**config.mk**
```make
export PLATFORM = sky130hd
export DESIGN_NAME = circle_draw_param
export DESIGN_NICKNAME = d
export VERILOG_FILES = /design/src/rtl/circle_draw_param.sv
export SDC_FILE = /design/constraint.sdc
export NUM_CORES = 1
export LEC_CHECK = 0
export CAP_MARGIN = 40
export CORE_UTILIZATION = 59
export DETAILED_ROUTE_END_ITERATION = 8
export GPL_ROUTABILITY_DRIVEN = 1
export GPL_TIMING_DRIVEN = 0
export PLACE_DENSITY = 0.78
export RECOVER_POWER = 25
export REMOVE_ABC_BUFFERS = 1
export SLEW_MARGIN = 40
export SYNTH_ARGS = -nofsm -noshare
export SYNTH_HDL_FRONTEND = slang
export SYNTH_SLANG_ARGS = --single-unit
```
**constraint.sdc**
```tcl
create_clock -name clk -period 5.8 [get_ports clk]
set_input_delay 0.58 -clock clk [delete_from_list [all_inputs] [get_ports clk]]
set_output_delay 0.58 -clock clk [all_outputs]
set_load 0.02 [all_outputs]
```
**src/rtl/circle_draw_param.sv**
```systemverilog
// circle_draw_param: midpoint-circle drawing engine with screen clipping.
//
// Takes a centre, a diameter (radius = diameter >> 1) and a colour. It then emits one
// candidate pixel per cycle toward a VGA adapter, either as an outline (eight octant points
// per iteration) or as a filled disc (four horizontal spans per iteration). Candidates that
// fall off-screen still take their cycle, but their strobe stays low.
//
// Ports:
//   clk, rst           system clock, synchronous active-high reset
//   start / done       level request / completion (done held while start stays high)
//   centre_x/centre_y  circle centre, unsigned, may lie off-screen
//   diameter           circle diameter, LSB ignored
//   colour, fill       pixel colour; 0 = outline, 1 = filled disc
//   vga_x/vga_y        pixel coordinate (0 when vga_plot=0)
//   vga_colour         pixel colour (0 when vga_plot=0)
//   vga_plot           pixel-write strobe
module circle_draw_param #(
    parameter int unsigned SCREEN_W = 160,
    parameter int unsigned SCREEN_H = 120,
    parameter int unsigned X_W      = 8,
    parameter int unsigned Y_W      = 7,
    parameter int unsigned D_W      = 8,
    parameter int unsigned COLOUR_W = 3
) (
    input  logic                clk,
    input  logic                rst,
    input  logic                start,
    output logic                done,
    input  logic [X_W-1:0]      centre_x,
    input  logic [Y_W-1:0]      centre_y,
    input  logic [D_W-1:0]      diameter,
    input  logic [COLOUR_W-1:0] colour,
    input  logic                fill,
    output logic [X_W-1:0]      vga_x,
    output logic [Y_W-1:0]      vga_y,
    output logic [COLOUR_W-1:0] vga_colour,
    output logic                vga_plot
);

    // Coordinate width leaves room for centre +/- radius without wrap-around.
    localparam int unsigned XY_W   = (X_W > Y_W) ? X_W : Y_W;
    localparam int unsigned C_W    = ((XY_W > D_W) ? XY_W : D_W) + 2;
    localparam int unsigned CRIT_W = D_W + 3;

    localparam logic signed [C_W-1:0]    ONE      = C_W'(1);
    localparam logic signed [C_W-1:0]    ZERO     = '0;
    localparam logic signed [C_W-1:0]    SCR_W    = C_W'(SCREEN_W);
    localparam logic signed [C_W-1:0]    SCR_H    = C_W'(SCREEN_H);
    localparam logic signed [CRIT_W-1:0] CRIT_ONE = CRIT_W'(1);

    typedef enum logic [2:0] {
        StIdle,
        StInit,
        StPlot,
        StSpan,
        StUpdate,
        StDone
    } state_e;

    state_e state_q, state_d;

    logic signed [C_W-1:0]    cx_q, cx_d;
    logic signed [C_W-1:0]    cy_q, cy_d;
    logic [D_W-1:0]           radius_q, radius_d;
    logic [COLOUR_W-1:0]      colour_q, colour_d;
    logic                     fill_q, fill_d;
    logic signed [C_W-1:0]    ox_q, ox_d;
    logic signed [C_W-1:0]    oy_q, oy_d;
    logic signed [CRIT_W-1:0] crit_q, crit_d;
    logic [2:0]               k_q, k_d;
    logic [1:0]               span_q, span_d;
    // Span x position as an offset from cx, running -half..+half.
    logic signed [C_W-1:0]    off_q, off_d;

    logic signed [C_W-1:0]    oy_n, ox_n, delta, half, next_half;
    logic signed [CRIT_W-1:0] delta_c;
    logic signed [C_W-1:0]    cand_x, cand_y;
    logic                     visible;

    // State register
    always_ff @(posedge clk) begin
        if (rst) begin
            state_q  <= StIdle;
            cx_q     <= '0;
            cy_q     <= '0;
            radius_q <= '0;
            colour_q <= '0;
            fill_q   <= 1'b0;
            ox_q     <= '0;
            oy_q     <= '0;
            crit_q   <= '0;
            k_q      <= '0;
            span_q   <= '0;
            off_q    <= '0;
        end else begin
            state_q  <= state_d;
            cx_q     <= cx_d;
            cy_q     <= cy_d;
            radius_q <= radius_d;
            colour_q <= colour_d;
            fill_q   <= fill_d;
            ox_q     <= ox_d;
            oy_q     <= oy_d;
            crit_q   <= crit_d;
            k_q      <= k_d;
            span_q   <= span_d;
            off_q    <= off_d;
        end
    end

    // Spans 0/1 run across +/-ox, spans 2/3 across +/-oy.
    assign half      = span_q[1] ? oy_q : ox_q;
    assign next_half = (span_q == 2'd0) ? ox_q : oy_q;

    // Next-state and iteration datapath
    always_comb begin
        state_d  = state_q;
        cx_d     = cx_q;
        cy_d     = cy_q;
        radius_d = radius_q;
        colour_d = colour_q;
        fill_d   = fill_q;
        ox_d     = ox_q;
        oy_d     = oy_q;
        crit_d   = crit_q;
        k_d      = k_q;
        span_d   = span_q;
        off_d    = off_q;

        // Midpoint step, both branches use the already-updated oy (and ox).
        oy_n = oy_q + ONE;
        ox_n = ox_q;
        if (crit_q[CRIT_W-1] || (crit_q == '0)) begin
            delta = (oy_n <<< 1) + ONE;
        end else begin
            ox_n  = ox_q - ONE;
            delta = ((oy_n - ox_n) <<< 1) + ONE;
        end
        delta_c = CRIT_W'(delta);

        unique case (state_q)
            StIdle: begin
                if (start) begin
                    cx_d     = $signed(C_W'(centre_x));
                    cy_d     = $signed(C_W'(centre_y));
                    radius_d = diameter >> 1;
                    colour_d = colour;
                    fill_d   = fill;
                    state_d  = StInit;
                end
            end
            StInit: begin
                ox_d    = $signed(C_W'(radius_q));
                oy_d    = ZERO;
                crit_d  = CRIT_ONE - $signed(CRIT_W'(radius_q));
                k_d     = '0;
                span_d  = '0;
                off_d   = ZERO - $signed(C_W'(radius_q));
                state_d = fill_q ? StSpan : StPlot;
            end
            StPlot: begin
                k_d = k_q + 3'd1;
                if (k_q == 3'd7) begin
                    state_d = StUpdate;
                end
            end
            StSpan: begin
                if (off_q == half) begin
                    if (span_q == 2'd3) begin
                        state_d = StUpdate;
                    end else begin
                        span_d = span_q + 2'd1;
                        off_d  = ZERO - next_half;
                    end
                end else begin
                    off_d = off_q + ONE;
                end
            end
            StUpdate: begin
                oy_d   = oy_n;
                ox_d   = ox_n;
                crit_d = crit_q + delta_c;
                k_d    = '0;
                span_d = '0;
                off_d  = ZERO - ox_n;
                if (oy_n <= ox_n) begin
                    state_d = fill_q ? StSpan : StPlot;
                end else begin
                    state_d = StDone;
                end
            end
            StDone: begin
                if (!start) begin
                    state_d = StIdle;
                end
            end
            default: state_d = StIdle;
        endcase
    end

    // Candidate pixel for the current PLOT octant or SPAN position
    always_comb begin
        cand_x = ZERO;
        cand_y = ZERO;
        if (state_q == StSpan) begin
            cand_x = cx_q + off_q;
            unique case (span_q)
                2'd0: cand_y = cy_q + oy_q;
                2'd1: cand_y = cy_q - oy_q;
                2'd2: cand_y = cy_q + ox_q;
                2'd3: cand_y = cy_q - ox_q;
                default: cand_y = ZERO;
            endcase
        end else begin
            unique case (k_q)
                3'd0: begin cand_x = cx_q + ox_q; cand_y = cy_q + oy_q; end
                3'd1: begin cand_x = cx_q + oy_q; cand_y = cy_q + ox_q; end
                3'd2: begin cand_x = cx_q - ox_q; cand_y = cy_q + oy_q; end
                3'd3: begin cand_x = cx_q - oy_q; cand_y = cy_q + ox_q; end
                3'd4: begin cand_x = cx_q - ox_q; cand_y = cy_q - oy_q; end
                3'd5: begin cand_x = cx_q - oy_q; cand_y = cy_q - ox_q; end
                3'd6: begin cand_x = cx_q + ox_q; cand_y = cy_q - oy_q; end
                3'd7: begin cand_x = cx_q + oy_q; cand_y = cy_q - ox_q; end
                default: begin cand_x = ZERO; cand_y = ZERO; end
            endcase
        end
    end

    assign visible = !cand_x[C_W-1] && (cand_x < SCR_W) &&
                     !cand_y[C_W-1] && (cand_y < SCR_H);

    // Outputs
    always_comb begin
        done       = (state_q == StDone);
        vga_plot   = 1'b0;
        vga_x      = '0;
        vga_y      = '0;
        vga_colour = '0;
        if (((state_q == StPlot) || (state_q == StSpan)) && visible) begin
            vga_plot   = 1'b1;
            vga_x      = cand_x[X_W-1:0];
            vga_y      = cand_y[Y_W-1:0];
            vga_colour = colour_q;
        end
    end

endmodule
```
==> metrics.cfg <==
[critical_path]
critical_path_required_ps = 5220
path_max_fanout = 9
startpoint_type = register
path_class = reg -> out
worstSetupEndpointType = primary output
cp.arrival_ps = 5070

[power]
pwr-share-comb = 0.542
p_leak_uw = 0.00418
p_per_area_mw_per_mm2 = 272
power.share.sequential = 0.240
part_of_the_power_in_the_clock_network = 0.218
vdd_ir_drop_max_mv = 0.205
finalPower_uw = 2660
net_switching_power_figure_uw = 1220
switching_fraction_of_total_power = 0.459
p_int_uw = 1440

[global_routing]
groute.usage.overall = 0.357
number_of_global_route_vias_before_repair = 8495
grt_overflow = 0
maximum_number_of_pins_on_one_net_before_global_route_repair = 40
number_of_antenna_violations_at_the_first_check_in_global_routing = 0
first_pass_grt_wire_length_um = 44800

[sta]
finalSetupViolations = 0
final_hold_viol_count = 0
setup_repair_after_global_routing_missed_its_margin = false
finalClockSkew_ps = 11.4
timing.max_slew.rel_slack = -0.0834
slew_viol_final = 27
timing.final.crit_share = 0.974
timing.final.crit_period_ps = 5650
actual_slew_at_the_worst_max_slew_pin_ps = 1620
max_freq_ghz = 0.177
fin_setup_tns_ps = 0

[die]
initial_core_util = 0.610
core-area_mm2 = 0.0147
dieHeight_um = 125
rows = 44
fp.dieArea_mm2 = 0.0157
die_w_um = 125
pin_count = 50

[synthesis]
share_of_synthesized_registers_carrying_an_async_set_or_reset = 0
synth_top_cell_by_area = dfxtp_1
synth_top_area_share = 0.167
yosysSeqAreaShare = 0.167
synth-seq-cells = 75
synth.cell_area_mm2 = 0.00897
synthDistinctLibCells = 80
yosysMostFrequentCell = nor2_1
yosysWarnings = 0
synth_edf_count = 0
mean_post_synth_cell_area_um2 = 7.20
syn-instance-count = 1246
post_synth_most_frequent_cells = nor2_1 (146), nand2_1 (122), a21oi_1 (110)
synth_top_flop_cell = dfxtp_1
synth.area.top_cells = dfxtp_1 (17%), ha_1 (11%), xnor2_1 (7.2%), a21oi_1 (6.1%), nor2_1 (6.1%)

[clock_network]
clock_insertion_delay_worst_skew_ps = 360
cts.path.max_buffers = 2
clk_root_buffer_cell = clkbuf_16
cts_tree = built
numClockSinks = 75
cts-buffers-inserted = 9
clock_transition_at_the_register_clock_pins_on_the_worst_setup_and_hold_paths_after_cts_ps = 70
ctsHoldBuffers = 0
htreeDepth = 3

[final_layout]
layout-drive-gt1-share = 0.0570
antenna_cells_inserted = 0
finalNetCount = 1343
num-fill-cells = 1296
final_core_util = 0.665
final_std_cells_w_o_fill = 1413
area_growth_syn_to_layout_pct = 8.99
post_route_standard_cell_area_excluding_fillers_mm2 = 0.00978

[run]
max_cap_viol_count = 1

[placement]
hpwl_um = 20400
io_buffers = 48
placedInstanceArea_mm2 = 0.00940
placedCellCount = 1393
place_congestion = 0.963

[route]
drt_first_pass_iters = 8
drtAntennaViolNets = 0
drt-total-wl_um = 27800
drc = 0
first_iter_violations = 1094
drt-wirelength-per-cell_um = 19.7
drt_via_density = 6.64
detailroute.via_count = 9380

[status]
violations = max-capacitance violations, max-slew violations
status = complete, but fails checks

[hold_path]
holdCritPathClass = reg -> reg

-- routing by layer --
metal,track usage,up-vias,wire length [um]
li1,-,4429,-
met5,0,-,0
met4,0.144,0,917
met2,0.541,539,11900
met1,0.499,4332,12200
met3,0.0629,80,2790
-- what timing repair did --
item	4_1_cts	5_1_grt
pin swaps	1	2
endpoints found under the setup margin	19	19
resized for setup	18	29
setup buffers	3	1
-- worst paths after layout --
| path | cells past startpoint | endpoint | slack, ps | startpoint |
|---|---|---|---|---|
| worst max-delay path | 19 | vga_y[5] | 150 | k_q[0] |
| worst min-delay path | 2 | colour_q[1] | 460 | colour_q[1] |
| worst max register to register | 17 | crit_q[10] | 1370 | oy_q[2] |
| worst min register to register | 2 | colour_q[1] | 460 | colour_q[1] |
-- kinds of logic after synthesis --
family,count (synthesis),share of synthesized area
compound gates,353,0.263
xor+xnor,103,0.101
fa+ha+maj,89,0.130
buf+inv,146,0.0655
flops,75,0.167
mux,39,0.0441
simple gates,441,0.230
-- cell usage in the layout, fill, tap and decap left out, types with 5 or more instances in the layout --
cell               n
nor2_1           145
nand2_1          119
a21oi_1          110
ha_1              80
xnor2_1           74
dfxtp_1           69
o21ai_0           66
inv_1             55
mux2i_1           34
nor3_1            34
xor2_1            29
clkdlybuf4s50_1   28
nor2b_1           25
nand3_1           25
a211oi_1          18
a22oi_1           18
nand2b_1          17
a221oi_1          16
or3_1             13
and3_1            13
a31oi_1           11
a21o_1            10
dlymetal6s2s_1    10
o211ai_1           9
clkbuf_16          9
o21a_1             8
o221ai_1           8
nor4_1             7
o21bai_1           7
nand4_1            7
fa_1               7
o31ai_1            6
o311a_1            5
o32ai_1            5
a221o_1            5
buf_4              5
dfxtp_2            5
-- registers in the layout (all words and copies together) (netlist names) --
name / count
cx_q: 8
oy_q: 10
state_q: 3
radius_q: 7
colour_q: 3
ox_q: 10
crit_q: 11
off_q: 10
cy_q: 7
span_q: 2
fill_q: 1
k_q: 3
-- final cells by class --
class                   instances  area [um2]  share of cell area
repair buffers                 57         573              0.0586
clock inverters                 7        65.1             0.00665
inverters                      56         210              0.0215
clock buffers                   9         225              0.0230
multi-input cells            1025        6960               0.712
flip-flops and latches         75        1510               0.155
well taps                     184         230              0.0235
-- metrics by stage --
stage / worst slack [ps] / hold slack [ps]
detailed placement: -162 / 448
global placement: -124 / 443
global route: 2.23 / 485
finish: 150 / 463
floorplan: 1100 / 427
CTS: 7.62 / 458
-- critical path: stages, from the launching register on --
cell and delay [ps]:
dfxtp_1 350, ha_1 360, mux2_2 430, a222oi_1 310
nand2_1 80, o21ai_0 80, nand2_1 80, o21a_1 160
ha_1 300, a211oi_2 260, o21ai_0 180, a21oi_1 250
nor2b_1 70, nor2_1 120, xor2_1 210, a21oi_1 130
a2111o_2 570, buf_4 200, a311oi_2 310, clkbuf_2 230
-- power groups by stage --
stage / registers [uW] / clock network, uW / logic [uW]
floorplan: 621 / 0 / 1020
global placement: 645 / 0 / 1330
detailed placement: 647 / 0 / 1380
CTS: 635 / 586 / 1410
global route: 646 / 607 / 1580
finish: 639 / 581 / 1440
(Power assumes the default switching activity.)
